**src/rtl/acquire_trigger_pkg.sv**
```systemverilog
// Shared types and default sizing for the acquire_trigger capture controller.
package acquire_trigger_pkg;

  localparam int unsigned DEFAULT_RADIOS    = 24;
  localparam int unsigned DEFAULT_FRAME_LEN = 1024;
  localparam int unsigned DEFAULT_FBITS     = 16;
  localparam int unsigned DEFAULT_CBITS     = 32;

  // Capture controller states; encodings are fixed for register-bank visibility.
  typedef enum logic [1:0] {
    ST_IDLE    = 2'd0,
    ST_ARM     = 2'd1,
    ST_CAPTURE = 2'd2,
    ST_DONE    = 2'd3
  } state_e;

endpackage

```
**src/rtl/acq_frame_counter.sv**
```systemverilog
// Sample-in-frame and frame counters for acquire_trigger; flags frame end and capture end.
module acq_frame_counter
  import acquire_trigger_pkg::*;
#(
  parameter int unsigned FRAME_LEN = DEFAULT_FRAME_LEN,
  parameter int unsigned FBITS     = DEFAULT_FBITS
) (
  input  logic             clk_i,
  input  logic             rst_n_i,
  input  logic             clear_i,
  input  logic             tick_i,
  input  logic [FBITS-1:0] frames_i,
  output logic             last_c_o,
  output logic             final_c_o
);

  localparam int unsigned SW = (FRAME_LEN > 1) ? $clog2(FRAME_LEN) : 1;
  localparam logic [SW-1:0] SAMPLE_MAX = SW'(FRAME_LEN - 1);

  logic [SW-1:0]    sample_q, sample_d;
  logic [FBITS-1:0] frame_q, frame_d;

  // frame_q counts completed frames, so the final frame is frame_q == frames_i-1
  assign last_c_o  = (sample_q == SAMPLE_MAX);
  assign final_c_o = last_c_o && ((frame_q + FBITS'(1)) == frames_i);

  // Advance within the frame; wrap and bump the frame count on the last sample.
  always_comb begin
    sample_d = sample_q;
    frame_d  = frame_q;
    if (clear_i) begin
      sample_d = '0;
      frame_d  = '0;
    end else if (tick_i) begin
      if (last_c_o) begin
        sample_d = '0;
        frame_d  = frame_q + FBITS'(1);
      end else begin
        sample_d = sample_q + SW'(1);
      end
    end
  end

  // Counter registers with synchronous reset.
  always_ff @(posedge clk_i) begin
    if (!rst_n_i) begin
      sample_q <= '0;
      frame_q  <= '0;
    end else begin
      sample_q <= sample_d;
      frame_q  <= frame_d;
    end
  end

endmodule

```
**src/rtl/acquire_trigger.sv**
```systemverilog
// Capture controller: gates the I/Q stream into N frames of FRAME_LEN samples.
// Optional ramp test pattern source enabled by defining ACQUIRE_TESTPAT_EN.
module acquire_trigger
  import acquire_trigger_pkg::*;
#(
  parameter int unsigned RADIOS    = DEFAULT_RADIOS,
  parameter int unsigned FRAME_LEN = DEFAULT_FRAME_LEN,
  parameter int unsigned FBITS     = DEFAULT_FBITS,
  parameter int unsigned CBITS     = DEFAULT_CBITS
) (
  input  logic              sig_clock,
  input  logic              sig_resetn,
  input  logic              strobe_i,
  input  logic [RADIOS-1:0] idata_i,
  input  logic [RADIOS-1:0] qdata_i,
  input  logic              start_i,
  input  logic [FBITS-1:0]  frames_i,
  input  logic              sync_en_i,
  input  logic              sync_i,
  input  logic              abort_i,
`ifdef ACQUIRE_TESTPAT_EN
  input  logic              testpat_i,
`endif
  output logic              sig_valid_o,
  output logic              sig_last_o,
  output logic [RADIOS-1:0] sig_idata_o,
  output logic [RADIOS-1:0] sig_qdata_o,
  output logic              busy_o,
  output logic              done_o,
  output logic [CBITS-1:0]  count_o
);

  state_e            state_q, state_d;
  logic [FBITS-1:0]  frames_q, frames_d;
  logic              sync_en_q, sync_en_d;
  logic [CBITS-1:0]  count_q, count_d;
  logic              valid_q, valid_d;
  logic              last_q, last_d;
  logic [RADIOS-1:0] idata_q, idata_d;
  logic [RADIOS-1:0] qdata_q, qdata_d;
  logic              busy_q, busy_d;
  logic              done_q, done_d;
  logic              fc_clear, fc_tick, fc_last, fc_final;
`ifdef ACQUIRE_TESTPAT_EN
  logic              testpat_q, testpat_d;
  logic [RADIOS-1:0] ramp;
`endif

  acq_frame_counter #(
    .FRAME_LEN (FRAME_LEN),
    .FBITS     (FBITS)
  ) u_frame_counter (
    .clk_i     (sig_clock),
    .rst_n_i   (sig_resetn),
    .clear_i   (fc_clear),
    .tick_i    (fc_tick),
    .frames_i  (frames_q),
    .last_c_o  (fc_last),
    .final_c_o (fc_final)
  );

`ifdef ACQUIRE_TESTPAT_EN
  // Ramp value is the emitted-sample count before this sample is counted.
  assign ramp = RADIOS'(count_q);
`endif

  // Next-state, counters and output payload; abort has priority over capture.
  always_comb begin
    state_d   = state_q;
    frames_d  = frames_q;
    sync_en_d = sync_en_q;
    count_d   = count_q;
    valid_d   = 1'b0;
    last_d    = 1'b0;
    idata_d   = idata_q;
    qdata_d   = qdata_q;
    done_d    = 1'b0;
    fc_clear  = 1'b0;
    fc_tick   = 1'b0;
`ifdef ACQUIRE_TESTPAT_EN
    testpat_d = testpat_q;
`endif
    case (state_q)
      ST_IDLE: begin
        if (start_i && (frames_i != '0)) begin
          frames_d  = frames_i;
          sync_en_d = sync_en_i;
          count_d   = '0;
          fc_clear  = 1'b1;
`ifdef ACQUIRE_TESTPAT_EN
          testpat_d = testpat_i;
`endif
          state_d   = ST_ARM;
        end
      end
      ST_ARM: begin
        if (abort_i) begin
          state_d = ST_IDLE;
        end else if (!sync_en_q || sync_i) begin
          state_d = ST_CAPTURE;
        end
      end
      ST_CAPTURE: begin
        if (abort_i) begin
          state_d = ST_IDLE;
        end else if (strobe_i) begin
          valid_d = 1'b1;
          last_d  = fc_last;
          fc_tick = 1'b1;
          count_d = count_q + CBITS'(1);
`ifdef ACQUIRE_TESTPAT_EN
          if (testpat_q) begin
            idata_d = ramp;
            qdata_d = ~ramp;
          end else begin
            idata_d = idata_i;
            qdata_d = qdata_i;
          end
`else
          idata_d = idata_i;
          qdata_d = qdata_i;
`endif
          if (fc_final) begin
            state_d = ST_DONE;
          end
        end
      end
      ST_DONE: begin
        done_d  = 1'b1;
        state_d = ST_IDLE;
      end
      default: state_d = ST_IDLE;
    endcase
    busy_d = (state_d == ST_ARM) || (state_d == ST_CAPTURE);
  end

  // State and output registers with synchronous active-low reset.
  always_ff @(posedge sig_clock) begin
    if (!sig_resetn) begin
      state_q   <= ST_IDLE;
      frames_q  <= '0;
      sync_en_q <= 1'b0;
      count_q   <= '0;
      valid_q   <= 1'b0;
      last_q    <= 1'b0;
      idata_q   <= '0;
      qdata_q   <= '0;
      busy_q    <= 1'b0;
      done_q    <= 1'b0;
`ifdef ACQUIRE_TESTPAT_EN
      testpat_q <= 1'b0;
`endif
    end else begin
      state_q   <= state_d;
      frames_q  <= frames_d;
      sync_en_q <= sync_en_d;
      count_q   <= count_d;
      valid_q   <= valid_d;
      last_q    <= last_d;
      idata_q   <= idata_d;
      qdata_q   <= qdata_d;
      busy_q    <= busy_d;
      done_q    <= done_d;
`ifdef ACQUIRE_TESTPAT_EN
      testpat_q <= testpat_d;
`endif
    end
  end

  assign sig_valid_o = valid_q;
  assign sig_last_o  = last_q;
  assign sig_idata_o = idata_q;
  assign sig_qdata_o = qdata_q;
  assign busy_o      = busy_q;
  assign done_o      = done_q;
  assign count_o     = count_q;

endmodule

```
**config.mk**
```make
export PLATFORM = sky130hd
export DESIGN_NAME = acquire_trigger
export DESIGN_NICKNAME = d
export VERILOG_FILES = /design/src/rtl/acquire_trigger_pkg.sv /design/src/rtl/acq_frame_counter.sv /design/src/rtl/acquire_trigger.sv
export SDC_FILE = /design/constraint.sdc
export NUM_CORES = 1
export LEC_CHECK = 0
export CAP_MARGIN = 30
export CORE_UTILIZATION = 52
export DETAILED_ROUTE_END_ITERATION = 6
export PLACE_DENSITY = 0.85
export REMOVE_ABC_BUFFERS = 1
export SYNTH_ARGS = -nofsm -noshare
export SYNTH_HDL_FRONTEND = slang
export SYNTH_HIERARCHICAL = 1
export SYNTH_SLANG_ARGS = --single-unit
```
**constraint.sdc**
```tcl
create_clock -name sig_clock -period 4 [get_ports sig_clock]
set_clock_uncertainty 0.1 [all_clocks]
set_input_delay 0.6 -clock sig_clock [delete_from_list [all_inputs] [get_ports sig_clock]]
set_output_delay 0.6 -clock sig_clock [all_outputs]
set_load 0.1 [all_outputs]
```
==> run metrics, run 1 <==
placed wire-length estimate=12000 um; Synth Warn #=6; Port Buffers=154; Root Buffer=clkbuf_8; leakage power=0.00277 uW; die area=0.0116 mm2; Synth Area in XOR/XNOR=0.0647; clock buffer depth=2; Fmax=336 MHz; DP Worst Slack=922 ps; P per Cell Area=368 mW/mm2; antenna cell count=0; Slew HR=0.307; Mapped Area=0.00582 mm2; DR vias=5938; post-synthesis sequential area ratio=0.443; antenna violations before repair=0; VDD IR max=0.000424 V; top post-synthesis cells by area=dfxtp_1 44%, nand2_1 9.4%, a21oi_1 7.7%, nor2_1 3.5%, xnor2_1 3.5%; Synth cell types=63; Max Cap Violations=0; Worst EP arrival=3280 ps; fill count=819; required time of the critical path=4300 ps; post-synth top area cell=dfxtp_1; drt first pass iters=5; Worst Setup End Kind=register; Rows=38; Adder-Cell Fraction of Synth Area=0.00645; RSZ-0062 raised after global routing=no; Via density=5.80; CTS Buf Count=17; Die X=108 um; startpoint types=register; vias in the first global route=5724; nets=944; Max FO, Critical Path=5; multiplexer area fraction after synthesis=0.00881; EDFF count, synth=0; Setup Fix Bufs, Post-CTS=0; register area=0.00258 mm2; worst-margin pin slew=1040 ps; Final Max Tran Viols=0; Core Area=0.0109 mm2; critical path class=reg2reg; status=finished clean; CTS H-tree depth=4; count leader, synth=nand2_1; CTS clock-pin slew for the worst setup and hold paths=60 ps; final RePlAce weighted congestion=0.902; clk_lat worst skew=530 ps; clk sink count=129; CTS tree=built; average wire per standard cell=16.6 um; GRT Util Overall=0.297; final period utilization=0.745; worst hold path type=reg2reg; min cycle time layout=2980 ps; largest family of logic cells by synthesized area=simple AND/OR/NAND/NOR gates; Cells after DPL=991; WL final=17000 um; number of synthesized register bits=129; Multi-input gate area=0.00302 mm2; share of flip-flops with an asynchronous set or reset=0; top cells by count, synth=146 x nand2_1, 129 x dfxtp_1, 90 x a21oi_1; cell depth of the worst flop-to-flop path=11; setup ws final=1020 ps; final setup violation count=0; hold path depth=2; largest net degree at the start of global routing=59; DRT antenna net count=0; post-route insts no fill=1023; global-route wire length before repair=26600 um; total grt overflow=0; Ports=155; Post-Synth Simple-Gate Area=0.274; initial drt markers=401; Mapped Cells=723; Final Hold Fails=0; Area Growth Syn to Fin=37.6%; Syn Area/Cell=8.05 um2; PostCTS Resize Cnt=0; hold_buf cts=0; DRC=0; Compound-Gate Fraction of Synth Area=0.164; top_reg_cell synth=dfxtp_1; Synth top area share=0.443; die span in y=108 um; effective utilization at floorplan=0.535; layout cells sized above 1=0.0747
==> power breakdown <==
| part | switching [uW] | internal [uW] | total (uW) |
|---|---|---|---|
| Combinational | 128 | 106 | 234 |
| Clock | 559 | 838 | 1400 |
| Sequential | 14.7 | 1300 | 1320 |
==> sequential cells by signal, indices dropped and copies added (netlist names) <==
| name | count |
|---|---|
| busy_o | 1 |
| count_o | 32 |
| done_o | 1 |
| frames_q | 16 |
| sig_idata_o | 24 |
| sig_last_o | 1 |
| sig_qdata_o | 24 |
| sig_valid_o | 1 |
| state_q | 2 |
| sync_en_q | 1 |
| u_frame_counter/frame_q | 16 |
| u_frame_counter/sample_q | 10 |
==> routing by layer <==
metal  vias up  GRT usage  wire (um)
met2       241      0.515       8460
met4         0      0.123        367
li1       2818          -          -
met3        31      0.103       1300
met5         -          0          0
met1      2848      0.328       6880
==> placed cells by master (no fill, tap or decap), drive strengths merged, types with 3 or more instances in the layout <==
cell / netlist / routed
buf: 15 / 13
clkinvlp: 0 / 3
a22oi: 3 / 3
nand3: 30 / 30
and3: 7 / 7
clkdlybuf4s50: 0 / 154
clkbuf: 24 / 23
inv: 12 / 12
a21oi: 90 / 90
a31oi: 13 / 13
nand4: 28 / 28
mux2i: 4 / 4
o21ai: 38 / 38
o31ai: 5 / 5
nand2b: 7 / 7
nor4: 10 / 10
or3: 5 / 5
nand2: 146 / 146
and4: 3 / 3
dfxtp: 129 / 129
or2: 3 / 3
a211oi: 4 / 4
xor2: 20 / 20
xnor2: 23 / 23
nor2: 56 / 56
nand3b: 3 / 3
clkinv: 1 / 7
nor3: 10 / 10
or4: 4 / 4
ha: 3 / 3
and2: 7 / 7
==> layout make-up <==
| cell class | instances | area share |
|---|---|---|
| clock buffer | 23 | 0.0607 |
| clock inverter | 9 | 0.00703 |
| inverter | 13 | 0.00609 |
| multi-input combinational | 542 | 0.377 |
| sequential | 129 | 0.322 |
| tap | 140 | 0.0219 |
| timing repair buffer | 167 | 0.205 |
==> cells by family after synthesis <==
group / count (synthesis)
mux: 5
compound gates: 168
flops: 129
fa+ha+maj: 3
xor+xnor: 43
simple gates: 323
buf+inv: 52
==> stage by stage <==
step | power (uW) | TNS, ps | instance area, um2 | hold WS [ps] | util
final | 2950 | 0 | 8010 | 353 | 0.736
after global routing | 3040 | 0 | 8010 | 376 | 0.736
after CTS | 2960 | 0 | 8010 | 354 | 0.736
after detailed placement | 1580 | 0 | 7470 | 347 | 0.686
after global placement | 1570 | 0 | 7470 | 341 | 0.686
after floorplan | 1450 | -1020 | 5650 | 348 | -
==> critical path, stage by stage (launching register included) <==
cell and delay, ps:
dfxtp_1 440, ha_1 290, nand4_2 240, inv_2 110, nand2_1 90, a2111oi_2 390
nand4_1 210, a2111oi_2 470, a31oi_1 130, a2bb2oi_1 170, xor2_1 150, nor2_1 50
==> worst paths after layout <==
check | startpoint | slack (ps) | to
max reg2reg | u_frame_counter/frame_q[0] | 1020 | busy_o
min reg2reg | sig_qdata_o[14] | 350 | sig_qdata_o[14]
min | sig_qdata_o[14] | 350 | sig_qdata_o[14]
max | u_frame_counter/frame_q[0] | 1020 | busy_o
No activity file was read; power rests on OpenSTA's default activity.
==> run 2, diff against run 1 <==
--- a/config.mk
+++ b/config.mk
@@ -6,9 +6,9 @@
 export NUM_CORES = 1
 export LEC_CHECK = 0
 export CAP_MARGIN = 30
-export CORE_UTILIZATION = 52
+export CORE_UTILIZATION = 44
 export DETAILED_ROUTE_END_ITERATION = 6
-export PLACE_DENSITY = 0.85
+export PLACE_DENSITY = 0.77
 export REMOVE_ABC_BUFFERS = 1
 export SYNTH_ARGS = -nofsm -noshare
 export SYNTH_HDL_FRONTEND = slang
==> constraint.sdc (replaced) <==
create_clock -name sig_clock -period 2.6 [get_ports sig_clock]
set_clock_uncertainty 0.1 [all_clocks]
set_input_delay 0.39 -clock sig_clock [delete_from_list [all_inputs] [get_ports sig_clock]]
set_output_delay 0.39 -clock sig_clock [all_outputs]
set_load 0.1 [all_outputs]
==> run metrics, run 2 (synthesis gave the netlist of run 1 again) <==
hold path depth=2 (unchanged); Root Buffer=clkbuf_16; max FFs per register=32 (unchanged); Ports=155 (unchanged); worst-margin pin slew=542 ps (-495 ps); Clock power frac=0.510 (+0.036); setup ws final=113 ps (-908 ps); grt met2 use=0.394 (-0.120); GR met3 Demand/Resource=0.0808 (-0.0221); VDD IR max=0.000422 V (-0.52%); average wire per standard cell=14.9 um (-11%); Core Area=0.0128 mm2 (+17%); Final Hold Fails=0 (unchanged); placed wire-length estimate=11100 um (-6.9%); CTS H-tree depth=4 (unchanged); Slew HR=0.639 (+0.332); Port Buffers=154 (unchanged); Hold EP=sig_qdata_o[13]; global routing usage on met1=0.299 (-0.0288); leakage power=0.00315 uW (+14%); worst r2r src=u_frame_counter/frame_q[11]; WL final=16000 um (-5.7%); min cycle time layout=2490 ps (-492 ps); Rows=41 (+7.9%); clk_lat worst skew=420 ps (-110 ps); P per Cell Area=596 mW/mm2 (+62%); CTS tree=built; DP Area=0.00747 mm2 (about the same); post-route insts no fill=1079 (+5.5%); Cells after DPL=1043 (+5.2%); Via density=5.37 (-7.4%); total grt overflow=0 (unchanged); die area=0.0137 mm2 (+18%); antenna violations before repair=0 (unchanged); vias in the first global route=5334 (-6.8%); nets=969 (+2.6%); final period utilization=0.956 (+0.212); startpoint types=register; hold_buf cts=0 (unchanged); Pint=3770 uW (+68%); final instance area=0.00819 mm2 (+2.3%); Net Switching=1110 uW (+58%); CTS clock-pin slew for the worst setup and hold paths=60 ps (about the same); Max Cap Violations=0 (unchanged); reg-to-reg endpoint=busy_o; drt first pass iters=4 (-1); effective utilization at floorplan=0.456 (-0.0789); critical path class=reg2reg; Worst EP arrival=2690 ps (-590 ps); DRT antenna net count=0 (unchanged); final setup violation count=0 (unchanged); layout cells sized above 1=0.205 (+0.130); global-route wire length before repair=25400 um (-4.2%); CTS Buf Count=17 (unchanged); antenna cell count=0 (unchanged); Max FO, Critical Path=5 (unchanged); internal reg-to-reg setup slack=110 ps (-910 ps); Worst Setup End Kind=register; hold slack final=353 ps (+0.0390 ps); DRC=0 (unchanged); cell depth of the worst flop-to-flop path=10 (-1); Reg power frac=0.415 (-0.032); Fmax=402 MHz (+20%); status=finished clean; clk sink count=129 (unchanged); clock buffer depth=2 (unchanged); Switching Fraction=0.228 (-0.0102); die span in y=117 um (+8.6%); grt peak-use layer=met2; Die X=117 um (+8.6%); most frequent cells in the layout=146 x nand2_1, 123 x dfxtp_1, 120 x buf_4, 90 x a21oi_1, 70 x clkdlybuf4s50_1; largest net degree at the start of global routing=74 (+25%); GRT Util Overall=0.241 (-0.0558); most common cell after layout, fill and taps aside=nand2_1; initial drt markers=358 (-11%); critical path startpoint=u_frame_counter/frame_q[11]; Final Max Tran Viols=0 (unchanged); DR vias=5797 (-2.4%); Gate power share=0.075 (-0.004); required time of the critical path=2800 ps (-1500 ps); worst hold path type=reg2reg; Area Growth Syn to Fin=40.7%; DP Worst Slack=46.3 ps (-875 ps); post-layout util=0.641 (-0.0944); final RePlAce weighted congestion=0.895 (-0.71%); HP Start=sig_qdata_o[13]
-- run 2: cell types whose count changed in the layout (fill, tap and decap cells not counted), sizes merged --
cell / change
buf: +109
clkdlybuf4s50: -84
clkbuf: -5
bufinv: +4
inv: +2
clkinv: -1
clkinvlp: -1
-- run 2: area by class of cell --
cell class | instances | area, um2
fill | 1071 | 4580
multi-input combinational | 542 | 3080
sequential | 129 | 2590
timing repair buffer | 192 | 1640
clock buffer | 18 | 429
tap | 172 | 215
clock inverter | 13 | 185
inverter | 13 | 48.8
-- run 2: worst max path at each step --
stage	endpoint	slack, ps	depth (start not counted)
2_1_floorplan	u_frame_counter/frame_q[12]	-1610	9
3_3_place_gp	u_frame_counter/sample_q[7]	110	8
3_5_place_dp	busy_o	50	10
4_1_cts	busy_o	40	10
5_1_grt	busy_o	-6	11
6_report	busy_o	110	10
-- run 2: through the flow --
step / total power, uW / TNS, ps
after CTS: 4910 / 0
after detailed placement: 2430 / 0
final: 4880 / 0
after global routing: 5030 / -6.10
after floorplan: 2240 / -106730
after global placement: 2430 / 0
-- run 2: routing by layer --
metal / part of all wire / up-vias
met5: 0 / -
met1: 0.45 / 2710
met3: 0.068 / 10
met4: 0.0087 / 0
li1: - / 2880
met2: 0.47 / 197
-- run 2: critical path, stage by stage, from the launching register on --
cell	delay (ps)
dfxtp_1	430
nand3_2	160
nor3_4	250
xnor2_1	140
a31oi_1	110
a221o_1	320
a2111oi_2	350
a31oi_1	120
a2bb2oi_1	170
xor2_1	160
nor2_1	50
-- run 2: power by group through the flow --
stage,sequential (uW),clock [uW],combinational [uW]
after detailed placement,2070,0,361
final,2030,2490,364
after CTS,2030,2520,363
after global routing,2030,2620,390
after global placement,2070,0,359
after floorplan,2120,0,119
-- run 2: timing repair --
item / CTS / global route
buffers inserted: 0 / 5
resized for setup: 0 / 16
endpoints found under the hold margin: 0 / 0
setup endpoints to repair: 0 / 1
==> run 3, diff against run 2 <==
--- a/config.mk
+++ b/config.mk
@@ -6,10 +6,12 @@
 export NUM_CORES = 1
 export LEC_CHECK = 0
 export CAP_MARGIN = 30
-export CORE_UTILIZATION = 44
+export CORE_UTILIZATION = 52
+export CTS_CLUSTER_DIAMETER = 150
 export DETAILED_ROUTE_END_ITERATION = 6
-export PLACE_DENSITY = 0.77
+export PLACE_DENSITY = 0.85
 export REMOVE_ABC_BUFFERS = 1
+export SLEW_MARGIN = 15
 export SYNTH_ARGS = -nofsm -noshare
 export SYNTH_HDL_FRONTEND = slang
 export SYNTH_HIERARCHICAL = 1
==> constraint.sdc (replaced) <==
create_clock -name sig_clock -period 3.2 [get_ports sig_clock]
set_clock_uncertainty 0.1 [all_clocks]
set_input_delay 0.48 -clock sig_clock [delete_from_list [all_inputs] [get_ports sig_clock]]
set_output_delay 0.48 -clock sig_clock [all_outputs]
set_load 0.1 [all_outputs]
==> run metrics, run 3 (synthesis gave the netlist of run 1 again) <==
status=finished clean; Die X=108 um (-7.9%); Max stage delay cell, worst path=dfxtp_1; CTS H-tree depth=4 (unchanged); Slew HR=0.475 (-0.163); Final TNS setup=0 ps (unchanged); register area=0.00258 mm2 (-0.29%); worst hold path type=reg2reg; worst path buffer plus inverter count=1 (+1); most frequent cells in the layout=146 x nand2_1, 129 x dfxtp_1, 96 x buf_4, 90 x a21oi_1, 70 x clkdlybuf4s50_1; layout cells sized above 1=0.170 (-0.0352); Max Cap Violations=0 (unchanged); die span in y=108 um (-7.9%); Worst EP arrival=3180 ps (+490 ps); post-layout util=0.725 (+0.0839); crit-path cells=ha_1 -> nand4_2 -> inv_2 -> nand2_1 -> a2111oi_2 -> nand4_1 -> a2111oi_2 -> a31oi_1 -> a2bb2oi_1 -> xor2_1 -> nor2_1; antenna cell count=0 (unchanged); P per Cell Area=502 mW/mm2 (-16%); clk_lat worst skew=530 ps (+110 ps); critical path class=reg2reg; RSZ-0062 raised after global routing=no; HP Start=sig_qdata_o[19]; PostCTS Resize Cnt=0 (unchanged); total grt overflow=0 (unchanged); internal reg-to-reg setup slack=320 ps (+210 ps); Fmax=347 MHz (-14%); Ports=155 (unchanged); average wire per standard cell=16.1 um (+8.0%); WL final=16400 um (+2.4%); min cycle time layout=2880 ps (+392 ps); Top Family by Delay on Critical Path=compound AO/OA/AOI/OAI gates; VDD IR max=0.000438 V (+3.8%); DRC=0 (unchanged); CTS clock-pin slew for the worst setup and hold paths=60 ps (about the same); Area Growth Syn to Fin=35.6%; initial drt markers=351 (-2.0%); final setup violation count=0 (unchanged); Rows=38 (-7.3%); placed wire-length estimate=11600 um (+4.1%); Via density=5.72 (+6.4%); Hold EP=sig_qdata_o[19]; Max FO, Critical Path=5 (unchanged); largest net degree at the start of global routing=67 (-9.5%); max FFs per register=32 (unchanged); Port Buffers=154 (unchanged); Multi-input gate area=0.00302 mm2 (-1.9%); CTS Buf Count=17 (unchanged); antenna violations before repair=0 (unchanged); leakage power=0.00298 uW (-5.3%); Max stage delay on crit path=450 ps (+20 ps); global-route wire length before repair=26000 um (+2.4%); Final Max Tran Viols=0 (unchanged); drt first pass iters=5 (+1); vias in the first global route=5560 (+4.2%); clk sink count=129 (unchanged); clock buffer depth=2 (unchanged); most common cell after layout, fill and taps aside=nand2_1; Final Hold Fails=0 (unchanged); CTS tree=built; Top cell by count, worst path=a2111oi_2; hold_buf cts=0 (unchanged); required time of the critical path=3500 ps (+700 ps); worst r2r src=u_frame_counter/frame_q[0]; fill count=835 (-22%); reg-to-reg endpoint=busy_o; Setup Fix Bufs, Post-CTS=0 (unchanged); DRT antenna net count=0 (unchanged); startpoint types=register; hold path depth=2 (unchanged); DR vias=5850 (+0.91%); cell depth of the worst flop-to-flop path=11 (+1); final RePlAce weighted congestion=0.911 (+1.8%); final period utilization=0.900 (-0.0569); Worst Setup End Kind=register; Root Buffer=clkbuf_8; nets=944 (-2.6%); effective utilization at floorplan=0.535 (+0.0789); GRT Util Overall=0.287 (+0.0466); worst-margin pin slew=781 ps (+239 ps); die area=0.0116 mm2 (-15%); Core Area=0.0109 mm2 (-15%)
## run 3: cell types whose count changed in the layout (fill, tap and decap cells not counted), sizes merged
cell	delta
buf	-25
clkbuf	+2
clkinv	-1
## run 3: area by class of cell
cell class              instances  share of cell area
clock buffers                  20              0.0564
clock inverters                12              0.0228
inverters                      13             0.00618
multi-input cells             542               0.383
flip-flops and latches        129               0.327
well taps                     140              0.0222
repair buffers                167               0.183
## run 3: per-layer routing
metal | track usage | vias to the layer above | wire, um
met5 | 0 | - | 0
met4 | 0.102 | 0 | 312
met3 | 0.0932 | 31 | 1120
met2 | 0.504 | 233 | 8510
met1 | 0.324 | 2768 | 6490
li1 | - | 2818 | -
## run 3: report_power, final
| group | switching (uW) | leakage [uW] | internal [uW] | total [uW] |
|---|---|---|---|---|
| sequential | 19.4 | 0.00104 | 1630 | 1650 |
| combinational | 158 | 0.00164 | 132 | 290 |
| clock | 714 | 0.000302 | 1310 | 2020 |
| total | 892 | 0.00298 | 3070 | 3960 |
## run 3: worst max-delay path by stage
stage	slack [ps]	to	from	cells past startpoint
6_report	320	busy_o	u_frame_counter/frame_q[0]	11
5_1_grt	140	busy_o	u_frame_counter/frame_q[0]	11
4_1_cts	330	busy_o	u_frame_counter/frame_q[0]	11
3_5_place_dp	340	busy_o	u_frame_counter/frame_q[0]	11
3_3_place_gp	400	count_o[30]	abort_i	7
2_1_floorplan	-1010	u_frame_counter/frame_q[12]	state_q[1]	9
## run 3: tightest hold or removal path, cell delays in order (launching register included)
cell and delay (ps):
dfxtp_1 310, nand2_1 50, a21oi_1 50
## run 3: stage by stage
stage	instance area, um2	instances	power, uW	hold slack (ps)	setup slack (ps)
global route	7900	1023	4090	373	136
floorplan	5650	684	1820	348	-1010
detailed placement	7270	991	1970	348	336
CTS	7900	1023	3990	357	327
finish	7900	1023	3960	356	321
global placement	7270	991	1970	342	397
